==> config.mk <==
export PLATFORM = sky130hd
export DESIGN_NAME = oam_dma
export DESIGN_NICKNAME = d
export VERILOG_FILES = /design/src/rtl/oam_dma.sv
export SDC_FILE = /design/constraint.sdc
export NUM_CORES = 1
export LEC_CHECK = 0
export CAP_MARGIN = 10
export CELL_PAD_IN_SITES_DETAIL_PLACEMENT = 1
export CELL_PAD_IN_SITES_GLOBAL_PLACEMENT = 2
export CORE_MARGIN = 1
export CORE_UTILIZATION = 29
export DETAILED_ROUTE_END_ITERATION = 16
export GPL_TIMING_DRIVEN = 0
export PLACE_DENSITY_LB_ADDON = 0.12
export SKIP_CTS_REPAIR_TIMING = 1
export SKIP_LAST_GASP = 1
export SYNTH_ARGS = -nofsm -noshare
export SYNTH_HDL_FRONTEND = slang
export SYNTH_SLANG_ARGS = --single-unit
==> constraint.sdc <==
create_clock -name Clk -period 2.7 [get_ports Clk]
set_input_delay 0.675 -clock Clk [delete_from_list [all_inputs] [get_ports Clk]]
set_output_delay 0.675 -clock Clk [all_outputs]
set_load 0.02 [all_outputs]
==> src/rtl/oam_dma.sv <==
// oam_dma: sprite DMA that halts the CPU and copies one 256-byte page into PPU OAM
// with 2A03 timing (513 CPU cycles, 514 when an extra alignment cycle is needed).
module oam_dma #(
    parameter logic [15:0] DMA_REG  = 16'h4014,
    parameter int          XFER_LEN = 256
) (
    input  logic        Clk,
    input  logic        Reset,
    input  logic        CPU_CE,
    input  logic [15:0] ADDR,
    input  logic        CPU_WR,
    input  logic [7:0]  CPU_DO,
    input  logic [7:0]  BUS_IN,
    output logic        DMA,
    output logic [15:0] DMA_ADDR,
    output logic        CPU_HALT,
    output logic [7:0]  OAM_ADDR,
    output logic [7:0]  OAM_DATA,
    output logic        OAM_WE
);
    localparam logic [7:0] LAST = 8'(XFER_LEN - 1);

    typedef enum logic [2:0] {IDLE, HALT, ALIGN, READ, WRITE} state_e;

    state_e      state_q;
    logic        parity_q;
    logic [7:0]  page_q;
    logic [7:0]  index_q;
    logic [7:0]  latch_q;
    logic        dma_q;
    logic        halt_q;
    logic [15:0] dma_addr_q;
    logic [7:0]  oam_addr_q;
    logic        oam_we_q;

    always_ff @(posedge Clk or posedge Reset) begin
        if (Reset) begin
            state_q    <= IDLE;
            parity_q   <= 1'b0;
            page_q     <= 8'h00;
            index_q    <= 8'h00;
            latch_q    <= 8'h00;
            dma_q      <= 1'b0;
            halt_q     <= 1'b0;
            dma_addr_q <= 16'h0000;
            oam_addr_q <= 8'h00;
            oam_we_q   <= 1'b0;
        end else begin
            // the write strobe lives for exactly one Clk, even when CPU_CE is sparse
            oam_we_q <= 1'b0;
            if (CPU_CE) begin
                parity_q <= ~parity_q;
                case (state_q)
                    IDLE: if (ADDR == DMA_REG && !CPU_WR) begin
                        page_q     <= CPU_DO;
                        index_q    <= 8'h00;
                        dma_addr_q <= {CPU_DO, 8'h00};
                        dma_q      <= 1'b1;
                        halt_q     <= 1'b1;
                        state_q    <= HALT;
                    end
                    HALT:  state_q <= parity_q ? READ : ALIGN;
                    ALIGN: state_q <= READ;
                    READ: begin
                        latch_q    <= BUS_IN;
                        oam_addr_q <= index_q;
                        oam_we_q   <= 1'b1;
                        state_q    <= WRITE;
                    end
                    WRITE: begin
                        index_q <= index_q + 8'd1;
                        if (index_q == LAST) begin
                            dma_q   <= 1'b0;
                            halt_q  <= 1'b0;
                            state_q <= IDLE;
                        end else begin
                            dma_addr_q <= {page_q, index_q + 8'd1};
                            state_q    <= READ;
                        end
                    end
                    default: state_q <= IDLE;
                endcase
            end
        end
    end

    assign DMA      = dma_q;
    assign CPU_HALT = halt_q;
    assign DMA_ADDR = dma_addr_q;
    assign OAM_ADDR = oam_addr_q;
    assign OAM_DATA = latch_q;
    assign OAM_WE   = oam_we_q;
endmodule

==> summary.md <==
| Metric | Value |
|---|---|
| Final ANT Viol Nets | `0` |
| Die span in y | `94.8 µm` |
| Fin nets | `342` |
| Slew HR | `55.7%` |
| Site Rows | `33` |
| Crit path kind | `input pin to register` |
| CTS Sinks | `54` |
| Clock network power share | `16.0%` |
| Overall global routing resource usage | `14.3%` |
| TritonCTS clock tree | `done` |
| Initial DRT Pass Iterations | `4` |
| First-pass GRT wire length | `9800 µm` |
| I/O pins | `71` |
| Min Tclk post-route | `2.55 ns` |
| #FFs+latches synth | `54` |
| CP Data Arrival Time | `2.75 ns` |
| Max rail drop VDD | `0.000239 V` |
| Starting Density | `30.2%` |
| Vias per Instance | `4.73` |
| Clk root buf | `clkbuf_8` |
| Synth-to-Final Area Change | `38.2%` |
| Seq/Total Area, Yosys | `54.1%` |
| Final period utilization | `94.4%` |
| Reg2Reg Setup Slack | `0.34 ns` |
| Worst-Skew Late Latency | `0.31 ns` |
| Fin util | `41.8%` |
| Flop pwr share | `42.0%` |
| Avg Inst Size Synth | `11.0 µm²` |
| Crit path max fanout | `9` |
| H-tree levels | `2` |
| Synthesized Nets | `264` |
| Worst Reg2Reg Path Length in Cells | `7` |
| Routed length on met3 | `167 µm` |
| Hold WC Path Type | `register to register` |
| CTS max path bufs | `2` |
| Int Power | `1.76 mW` |
| Kind of start point of the critical path | `input pin` |
| DR vias | `1939` |
| Final hold vios | `0` |
| Leakage Power | `1.55 nW` |
| Number of max-cap violations | `0` |
| Drt wl/cell | `14.3 µm` |
| Antenna cells | `0` |
| F_max | `392 MHz` |
| TritonCTS Buffers | `5` |
| Dominant cell type by area after synthesis | `dfrtp_1` |
| Synth Instances | `227` |
| Number of flops mapped to enable cells by yosys | `0` |
| Yosys top cell area share | `54.1%` |
| Met1 WL | `2790 µm` |
| RSZ-0062 raised after global routing | `no` |
| Die area | `8980 µm²` |
| Synth async-reset ratio | `100%` |
| TNS Setup | `0 ns` |
| Placed wire-length estimate | `4280 µm` |
| Highest routed metal layer | `met4` |
| Worst Hold Launch | `parity_q$_DFFE_PP0P_` |
| Fill count | `939` |
| Library cells used by synthesis | `44` |
| Synth top area cells | `dfrtp_1, mux2_2, nand2_1, mux2_4, a22o_1` |
| Vias in the first global route | `1948` |
| Pwr Total | `2.72 mW` |
| Crit end category | `register` |
| Pwr dens | `790 nW/µm²` |
| Net switching power | `965 µW` |
| Port bufs | `69` |
| Seq. cell area | `1350 µm²` |
| Yosys warning count | `0` |
| Hold Path End | `parity_q$_DFFE_PP0P_` |
| Worst-path clk slew | `0.09 ns` |
| Setup violations, final | `0` |
| Worst Clk Skew | `0.00523 ns` |
| Worst-margin pin slew | `0.662 ns` |
| CP required | `2.90 ns` |
| Wire length on met2 | `2810 µm` |
| R2R Path End | `DMA_ADDR[15]$_DFFE_PP0P_` |
| Final Max Slew Viols | `0` |
| Die Wd | `94.8 µm` |
| Mapped cell area | `2500 µm²` |
| Largest net degree at the start of global routing | `34` |
| Final Wtd Congestion | `0.693` |
| Core area | `8260 µm²` |
| Worst Hold Depth | `1` |
| DR DRC count | `0` |
| Global route overflow | `0` |
| Initial antenna violation count | `0` |
| Area of the multi-input gates | `1040 µm²` |
| Outcome | `completed` |
| DR iter-0 viols | `56` |
| Top_reg_cell synth | `dfrtp_1` |
| Reg2Reg Launch Point | `index_q[0]$_DFFE_PP0P_` |
| Drt total wl | `5850 µm` |
| Switching share of power | `35.4%` |
| Share of cells above drive strength 1 | `15.4%` |
| Comb power frac | `42.0%` |
critical path, cell delays in order:
cell,delay (ns)
clkdlybuf4s50_1,0.45
nor4bb_1,0.28
nand4b_1,0.20
or2_2,0.41
nor3_4,0.24
buf_12,0.16
mux2_2,0.33
flip-flops by register name (all words and copies together) (netlist names):
signal	count
OAM_ADDR	8
page_q	8
index_q	8
OAM_WE	1
OAM_DATA	8
parity_q	1
state_q	3
CPU_HALT	1
DMA_ADDR	16
routing by layer:
| layer | vias up | global-route usage (%) |
|---|---|---|
| li1 | 929 | - |
| met1 | 966 | 19.1 |
| met2 | 39 | 23.3 |
| met3 | 5 | 2.90 |
| met4 | 0 | 4.55 |
| met5 | - | 0 |
how the worst max path moves through the flow:
stage / startpoint / endpoint / slack (ns) / depth (start not counted)
floorplan: CPU_CE / page_q[0]$_DFFE_PP0P_ / 0.41 / 6
global placement: Reset / OAM_DATA[2]$_DFFE_PP0P_ / -0.49 / 2
detailed placement: ADDR[4] / page_q[5]$_DFFE_PP0P_ / -0.31 / 6
CTS: ADDR[4] / page_q[4]$_DFFE_PP0P_ / 0.04 / 6
global route: ADDR[4] / page_q[0]$_DFFE_PP0P_ / 0.002 / 7
finish: ADDR[4] / page_q[5]$_DFFE_PP0P_ / 0.15 / 7
area by class of cell:
| type | count | area share (%) |
|---|---|---|
| inverters | 6 | 0.653 |
| plain buffers | 14 | 2.72 |
| flip-flops and latches | 54 | 39.2 |
| multi-input cells | 153 | 30.2 |
| well taps | 105 | 3.81 |
| repair buffers | 71 | 21.2 |
| clock buffers | 5 | 1.99 |
| clock inverters | 2 | 0.290 |
synthesized netlist by cell type (2+ instances only):
library cell	count
a21o_1	2
nor4_1	2
or2_2	2
nand4_1	2
dfrtp_1	54
o21ai_0	8
a31oi_1	3
buf_2	2
mux2_2	20
a22o_1	5
nor2_1	7
o2bb2ai_1	3
xor2_1	4
clkbuf_1	7
xnor2_1	3
nand2_1	55
mux2_1	3
buf_6	2
a21oi_1	4
mux2_4	3
inv_1	6
nand3_1	3
buf_4	2
nor3_1	3
mux2i_1	3
cell usage in the layout (no fill, tap or decap), types with 2 or more instances in the layout:
cell	netlist	routed
clkdlybuf4s50_1	0	69
nand2_1	55	55
dfrtp_1	54	54
mux2_2	20	20
o21ai_0	8	8
clkbuf_1	7	7
nor2_1	7	7
inv_1	6	5
a22o_1	5	5
clkbuf_8	0	5
xor2_1	4	4
a21oi_1	4	4
nand3_1	3	3
buf_12	1	3
mux2_4	3	3
xnor2_1	3	3
mux2i_1	3	3
a31oi_1	3	3
o2bb2ai_1	3	3
mux2_1	3	3
buf_4	2	2
nor4_1	2	2
buf_2	2	2
or2_2	2	2
buf_6	2	2
nand4_1	2	2
o21ai_4	1	2
a21o_1	2	2
nor3_1	3	2
clkinv_2	0	2
power groups by stage:
stage	logic, mW	clock network, mW	registers [mW]
finish	1.15	0.436	1.14
floorplan	0.456	0	1.35
detailed placement	1.16	0	1.17
CTS	1.16	0.460	1.15
global route	1.25	0.489	1.18
global placement	1.14	0	1.15
logic make-up after synthesis:
family                     count (synthesis)  share of synthesized area [%]
and+or+nand+nor                           85                           15.9
AOI/OAI and AO/OA                         31                           8.92
xor gates and xnor gates                   7                           2.46
muxes                                     29                           13.4
buffers and inverters                     20                           4.66
DFF                                       54                           54.1
adders and majority gates                  1                          0.501
metrics by stage:
step	instance area, µm²	worst slack [ns]	std cells	hold slack [ns]
2_1_floorplan	2500	0.410	227	0.441
3_3_place_gp	3320	-0.492	401	0.455
3_5_place_dp	3340	-0.309	402	0.458
4_1_cts	3420	0.0415	409	0.476
5_1_grt	3450	0.00175	410	0.480
6_report	3450	0.152	410	0.467
Note: power is estimated with default switching activity, not from simulation.
